## config.mk

```make
export PLATFORM = sky130hd
export DESIGN_NAME = s3g_tx_arbiter
export DESIGN_NICKNAME = d
export VERILOG_FILES = /design/src/rtl/s3g_tx_arbiter.sv
export SDC_FILE = /design/constraint.sdc
export NUM_CORES = 1
export LEC_CHECK = 0
export CAP_MARGIN = 20
export CORE_ASPECT_RATIO = 1.4
export CORE_MARGIN = 10
export CORE_UTILIZATION = 45
export DETAILED_ROUTE_END_ITERATION = 12
export PLACE_DENSITY = 0.67
export SYNTH_ARGS = -nofsm -noshare
export SYNTH_HDL_FRONTEND = slang
export SYNTH_SLANG_ARGS = --single-unit
export TNS_END_PERCENT = 20
```

## constraint.sdc

```tcl
create_clock -name clk_i -period 3.5 [get_ports clk_i]
set_input_delay 0.35 -clock clk_i [delete_from_list [all_inputs] [get_ports clk_i]]
set_output_delay 0.35 -clock clk_i [all_outputs]
set_load 0.01 [all_outputs]
```

## src/rtl/s3g_tx_arbiter.sv

```systemverilog
`timescale 1ns/1ps
// ---------------------------------------------------------------------------
// s3g_tx_arbiter
//
// Shares the host UART transmitter between two S3G packet producers.
// Port 0 (command responses from the S3G executor) has fixed priority.
// Port 1 (asynchronous reports from the buffer executor) is protected by a
// starvation counter: once port 0 has been granted STARVE_LIMIT times in a
// row while port 1 was waiting, a waiting port-1 request wins the next
// arbitration.
//
// A grant covers a whole packet. The packet is framed on the byte stream as:
//   0xD5, length, payload[0..length-1], CRC-8/MAXIM(payload)
// Every byte is paced by the transceiver's tx_wr / tx_done handshake.
//
// Parameters
//   STARVE_LIMIT  consecutive contended port-0 grants before port 1 is
//                 forced through (1..15)
//
// Ports
//   clk_i          system clock
//   rst_ni         asynchronous active-low reset
//   req0_i/req1_i  level request, held by the producer until its done pulse
//   len0_i/len1_i  payload length, sampled at grant
//   data0_i/data1_i current payload byte, valid while the matching rd is high
//   rd0_o/rd1_o    one-cycle pulse: byte taken, producer advances
//   gnt0_o/gnt1_o  level grant, from grant until the CRC byte completes
//   done0_o/done1_o one-cycle pulse after the final tx_done of the packet
//   tx_data_o      byte to the transceiver, stable until the next write
//   tx_wr_o        one-cycle write strobe to the transceiver
//   tx_done_i      one-cycle pulse from the transceiver, byte sent
//   busy_o         high whenever the arbiter is not idle
//
// All outputs are registered.
// ---------------------------------------------------------------------------
module s3g_tx_arbiter #(
    parameter int unsigned STARVE_LIMIT = 4
) (
    input  logic              clk_i,
    input  logic              rst_ni,
    input  logic              req0_i,
    input  logic              req1_i,
    input  logic [7:0]        len0_i,
    input  logic [7:0]        len1_i,
    input  logic [7:0]        data0_i,
    input  logic [7:0]        data1_i,
    output logic              rd0_o,
    output logic              rd1_o,
    output logic              gnt0_o,
    output logic              gnt1_o,
    output logic              done0_o,
    output logic              done1_o,
    output logic [7:0]        tx_data_o,
    output logic              tx_wr_o,
    input  logic              tx_done_i,
    output logic              busy_o
);

    localparam int unsigned    DATA_W      = 8;
    localparam logic [DATA_W-1:0] SYNC_BYTE = 8'hD5;
    localparam logic [3:0]     STARVE_LIM4 = 4'(STARVE_LIMIT);

    // Byte states (SYNC, LEN, PAY, CRC) are the cycles in which that byte is
    // handed to the transceiver; WAIT is entered after every tx_wr and is the
    // only state that listens to tx_done.
    typedef enum logic [2:0] {
        S_IDLE,
        S_SYNC,
        S_LEN,
        S_PAY,
        S_CRC,
        S_WAIT,
        S_FIN
    } state_e;

    state_e              state_q, state_d;
    state_e              last_q,  last_d;   // byte state that led into WAIT
    logic                port_q,  port_d;   // 0 = port 0 owns the packet
    logic [DATA_W-1:0]   rem_q,   rem_d;
    logic [DATA_W-1:0]   crc_q,   crc_d;
    logic [3:0]          starve_q, starve_d;
    logic                ph_q,    ph_d;     // PAY sub-phase: 0 = rd, 1 = write
    logic [DATA_W-1:0]   tx_data_q, tx_data_d;
    logic                tx_wr_q, tx_wr_d;
    logic                rd0_q,   rd0_d;
    logic                rd1_q,   rd1_d;
    logic                gnt0_q,  gnt0_d;
    logic                gnt1_q,  gnt1_d;
    logic                done0_q, done0_d;
    logic                done1_q, done1_d;
    logic                busy_q,  busy_d;

    logic                pick0, pick1;
    logic [DATA_W-1:0]   pay_byte;

    // CRC-8/MAXIM, reflected polynomial 0x8C, one byte folded per call.
    function automatic logic [DATA_W-1:0] crc8_update(
        input logic [DATA_W-1:0] crc,
        input logic [DATA_W-1:0] din
    );
        logic [DATA_W-1:0] c;
        c = crc ^ din;
        for (int i = 0; i < 8; i++) begin
            if (c[0]) begin
                c = {1'b0, c[DATA_W-1:1]} ^ 8'h8C;
            end else begin
                c = {1'b0, c[DATA_W-1:1]};
            end
        end
        return c;
    endfunction

    // Arbitration: port 1 wins when it is alone, or when port 0 has starved
    // it for STARVE_LIMIT packets; otherwise port 0 has priority.
    always_comb begin
        pick1 = req1_i && (!req0_i || (starve_q >= STARVE_LIM4));
        pick0 = req0_i && !pick1;
    end

    assign pay_byte = port_q ? data1_i : data0_i;

    always_comb begin
        state_d   = state_q;
        last_d    = last_q;
        port_d    = port_q;
        rem_d     = rem_q;
        crc_d     = crc_q;
        starve_d  = starve_q;
        ph_d      = ph_q;
        tx_data_d = tx_data_q;
        tx_wr_d   = 1'b0;
        rd0_d     = 1'b0;
        rd1_d     = 1'b0;
        gnt0_d    = gnt0_q;
        gnt1_d    = gnt1_q;
        done0_d   = 1'b0;
        done1_d   = 1'b0;

        case (state_q)
            S_IDLE: begin
                if (pick0 || pick1) begin
                    state_d   = S_SYNC;
                    port_d    = pick1;
                    rem_d     = pick1 ? len1_i : len0_i;
                    crc_d     = '0;
                    gnt0_d    = pick0;
                    gnt1_d    = pick1;
                    tx_wr_d   = 1'b1;
                    tx_data_d = SYNC_BYTE;
                    if (pick1) begin
                        starve_d = '0;
                    end else if (req1_i && (starve_q != 4'hF)) begin
                        starve_d = starve_q + 4'd1;
                    end
                end
            end

            S_SYNC: begin
                state_d = S_WAIT;
                last_d  = S_SYNC;
            end

            S_LEN: begin
                state_d = S_WAIT;
                last_d  = S_LEN;
            end

            S_PAY: begin
                if (!ph_q) begin
                    // rd is high this cycle; the producer presents the byte now.
                    tx_data_d = pay_byte;
                    crc_d     = crc8_update(crc_q, pay_byte);
                    rem_d     = rem_q - 8'd1;
                    tx_wr_d   = 1'b1;
                    ph_d      = 1'b1;
                end else begin
                    state_d = S_WAIT;
                    last_d  = S_PAY;
                end
            end

            S_CRC: begin
                state_d = S_WAIT;
                last_d  = S_CRC;
            end

            S_WAIT: begin
                if (tx_done_i) begin
                    case (last_q)
                        S_SYNC: begin
                            // rem still holds the untouched latched length.
                            state_d   = S_LEN;
                            tx_wr_d   = 1'b1;
                            tx_data_d = rem_q;
                        end
                        S_LEN, S_PAY: begin
                            if (rem_q != '0) begin
                                state_d = S_PAY;
                                ph_d    = 1'b0;
                                rd0_d   = !port_q;
                                rd1_d   = port_q;
                            end else begin
                                state_d   = S_CRC;
                                tx_wr_d   = 1'b1;
                                tx_data_d = crc_q;
                            end
                        end
                        default: begin
                            state_d = S_FIN;
                            done0_d = !port_q;
                            done1_d = port_q;
                        end
                    endcase
                end
            end

            S_FIN: begin
                state_d = S_IDLE;
                gnt0_d  = 1'b0;
                gnt1_d  = 1'b0;
            end

            default: begin
                state_d = S_IDLE;
                gnt0_d  = 1'b0;
                gnt1_d  = 1'b0;
            end
        endcase

        busy_d = (state_d != S_IDLE);
    end

    always_ff @(posedge clk_i or negedge rst_ni) begin
        if (!rst_ni) begin
            state_q   <= S_IDLE;
            last_q    <= S_IDLE;
            port_q    <= 1'b0;
            rem_q     <= '0;
            crc_q     <= '0;
            starve_q  <= '0;
            ph_q      <= 1'b0;
            tx_data_q <= '0;
            tx_wr_q   <= 1'b0;
            rd0_q     <= 1'b0;
            rd1_q     <= 1'b0;
            gnt0_q    <= 1'b0;
            gnt1_q    <= 1'b0;
            done0_q   <= 1'b0;
            done1_q   <= 1'b0;
            busy_q    <= 1'b0;
        end else begin
            state_q   <= state_d;
            last_q    <= last_d;
            port_q    <= port_d;
            rem_q     <= rem_d;
            crc_q     <= crc_d;
            starve_q  <= starve_d;
            ph_q      <= ph_d;
            tx_data_q <= tx_data_d;
            tx_wr_q   <= tx_wr_d;
            rd0_q     <= rd0_d;
            rd1_q     <= rd1_d;
            gnt0_q    <= gnt0_d;
            gnt1_q    <= gnt1_d;
            done0_q   <= done0_d;
            done1_q   <= done1_d;
            busy_q    <= busy_d;
        end
    end

    assign rd0_o     = rd0_q;
    assign rd1_o     = rd1_q;
    assign gnt0_o    = gnt0_q;
    assign gnt1_o    = gnt1_q;
    assign done0_o   = done0_q;
    assign done1_o   = done1_q;
    assign tx_data_o = tx_data_q;
    assign tx_wr_o   = tx_wr_q;
    assign busy_o    = busy_q;

endmodule

```

==> impl_metrics.env <==
export IMPL_yosysWarnings=0
export IMPL_io_pins=53
export IMPL_hold_class="in2async"
export IMPL_finalSetupViolations=0
export IMPL_final_cell_mix="clkdlybuf4s50_1 (51), dfrtp_1 (44), nand2_1 (24), nor2_1 (16), mux2_2 (16)"
export IMPL_grt_pass1_wl_um=11400
export IMPL_whs_ps=213
export IMPL_initial_utilization_pct=46.0
export IMPL_synth_compound_area_share_pct=17.7
export IMPL_critical_path_class="reg2reg"
export IMPL_finalCritPeriodShare_pct=70.8
export IMPL_clockRootBuffer="clkbuf_8"
export IMPL_viasPerCell=5.70
export IMPL_syn_num_nets=296
export IMPL_drv_slew=0
export IMPL_wirelength_um=6740
export IMPL_path_buf_inv=0
export IMPL_syn_area_sq_um=2660
export IMPL_path_delay_family="flip-flops"
export IMPL_required_ps=3730
export IMPL_layout_commonest_cell="clkdlybuf4s50_1"
export IMPL_cp_end_kind="flop"
export IMPL_cts_sinks=44
export IMPL_nNetsFinal=345
export IMPL_vias=2145
export IMPL_hpwl_um=5240
export IMPL_cts_buffers=5
export IMPL_finalNonFillerCells=376
export IMPL_overflow=0
export IMPL_syn_mean_instance_area_sq_um=10.4
export IMPL_ff2ff_setup_slack_ps=1020
export IMPL_grt_pass1_vias=2275
export IMPL_rsz0062_at_grt="false"
export IMPL_clkTransAtPathRegs_ps=80
export IMPL_drc_errors=0
export IMPL_preCtsSetupSlack_ps=1020
export IMPL_die_area_sq_um=9420
export IMPL_track_usage_pct=14.5
export IMPL_syn_inst=256
export IMPL_gp_congestion=0.820
export IMPL_die_h_um=111
export IMPL_tns_ps=0
export IMPL_maxCapViolCount=0
export IMPL_postCtsSetupBuffers=0
export IMPL_drt_pass1_iterations=4
export IMPL_core_area_sq_um=5780
export IMPL_clock_latency_ps=300
export IMPL_ys_seq_area_share_pct=41.4
export IMPL_synth_xor_area_share_pct=11.1
export IMPL_drive_gt1_share_pct=12.1
export IMPL_port_buffers=52
export IMPL_p_leak_nw=1.43
export IMPL_area_delta_synth_final_pct=27.3
export IMPL_ys_flop_type="dfrtp_1"
export IMPL_finalHoldViolations=0
export IMPL_hold_buffers=0
export IMPL_post_route_util_pct=58.5
export IMPL_dp_cells=368
export IMPL_crit_path_max_fanout=12
export IMPL_yosys_area_share_adder_pct=1.41
export IMPL_ctsResizeCount=0
export IMPL_worst_slack_ps=1020
export IMPL_worstPathCellList="mux2i_1 -> xnor2_2 -> xor3_1 -> or4_1 -> o21ai_1"
export IMPL_ir_drop_v=0.000376
export IMPL_tightest_slew_ps=995
export IMPL_cts_tree="built"
export IMPL_slowest_delay_ps=770
export IMPL_antenna_found_initial=0
export IMPL_status="finished clean"
export IMPL_ant_nets=0
export IMPL_synth_edf_count=0
export IMPL_synth_mux_area_share_pct=13.0
export IMPL_p_per_area_nw_per_um2=890
export IMPL_die_w_um=85.0
export IMPL_clock_fmax_ghz=0.404
export IMPL_startpoint_type="flop"
export IMPL_ys_ff_latch=44
export IMPL_wl_per_cell_um=17.9
export IMPL_async_reset_ff_share_pct=100
export IMPL_diodes=0
export IMPL_cts_max_level=2
export IMPL_synth_simple_area_share_pct=11.7
export IMPL_yosysUniqueCellTypes=50
export IMPL_clock_tree_buffer_depth=2
export IMPL_drt_iter0_markers=99
export IMPL_fin_crit_ps=2480
export IMPL_arrival_ps=2710
export IMPL_rows=33
export IMPL_slew_headroom_pct=33.7
export IMPL_synth_top_family_by_area="compound AO/OA/AOI/OAI gates"
export IMPL_crit_path_top_delay_cell="dfrtp_1"
export IMPL_grt_max_degree=45
export IMPL_fin_skew_ps=4.40
-- report_power, final --
part / internal [W] / switching [W] / total [W]
logic: 0.000871 / 0.000658 / 0.00153
registers: 0.000698 / 0.000251 / 0.000949
clock network: 0.000357 / 0.000177 / 0.000534
-- cell type report --
cell class	instances	area, sq um
fill	514	2400
multi-input combinational	189	1460
sequential	44	1100
timing repair buffer	55	538
clock inverter	3	90.1
tap	70	87.6
clock buffer	5	68.8
inverter	10	37.5
-- sequential cells by signal, indices dropped and copies added (netlist names) --
signal	count
rd1_o	1
gnt0_o	1
rd0_o	1
done0_o	1
ph_q	1
starve_q	4
done1_o	1
port_q	1
tx_data_o	8
rem_q	8
state_q	3
gnt1_o	1
last_q	3
busy_o	1
tx_wr_o	1
crc_q	8
-- stage by stage --
step	power (W)	instance area (sq um)
after floorplan	0.00207	2660
after global placement	0.00248	3220
after detailed placement	0.00251	3220
after CTS	0.00304	3380
after global routing	0.00323	3380
final	0.00301	3380
-- synth_stat cells (3+ instances only) --
| cell type | n | area, sq um |
|---|---|---|
| clkbuf_1 | 10 | 37.5 |
| a21oi_1 | 13 | 65.1 |
| a2bb2oi_1 | 3 | 26.3 |
| nor2b_1 | 3 | 18.8 |
| a22o_1 | 9 | 78.8 |
| nor3_1 | 6 | 30.0 |
| o21ai_0 | 8 | 40.0 |
| xnor2_1 | 11 | 96.3 |
| a21boi_0 | 3 | 22.5 |
| inv_1 | 10 | 37.5 |
| ha_1 | 3 | 37.5 |
| nand2_1 | 24 | 90.1 |
| xnor2_2 | 3 | 48.8 |
| nor2_1 | 16 | 60.1 |
| mux2i_1 | 12 | 120 |
| o22ai_1 | 9 | 56.3 |
| mux2_2 | 16 | 180 |
| o211ai_1 | 6 | 45.0 |
| dfrtp_1 | 44 | 1100 |
| nand3_1 | 6 | 30.0 |
| xnor3_1 | 3 | 67.6 |
-- cells by family (layout without fill, tap and decap cells) --
| group | count (synthesis) | in the layout |
|---|---|---|
| fa+ha+maj | 3 | 3 |
| simple gates | 67 | 67 |
| flops | 44 | 44 |
| buf+inv | 23 | 73 |
| mux | 30 | 30 |
| xor+xnor | 21 | 21 |
| compound gates | 68 | 68 |
-- metal layers --
| layer | GRT usage [%] | up-vias | wire, um |
|---|---|---|---|
| met5 | 0 | - | 0 |
| met4 | 5.18 | 0 | 147 |
| li1 | - | 1032 | - |
| met3 | 3.38 | 11 | 377 |
| met1 | 17.5 | 1031 | 2820 |
| met2 | 24.2 | 71 | 3400 |
-- worst reg2reg max path, cell delays in order, from the launching register on --
cell,delay [ps]
dfrtp_1,770
mux2i_1,440
xnor2_2,230
xor3_1,490
or4_1,400
o21ai_1,80
-- final timing paths --
check / cells after the start / end / from
setup / recovery: 5 / crc_q[6] / port_q
hold / removal: 1 / tx_data_o[6] / rst_ni
setup reg to reg: 5 / crc_q[6] / port_q
hold reg to reg: 1 / crc_q[4] / crc_q[4]
max in group asynchronous: 1 / crc_q[5] / rst_ni
min in group clk_i: 1 / crc_q[4] / crc_q[4]
No activity file was read; power rests on OpenSTA's default activity.
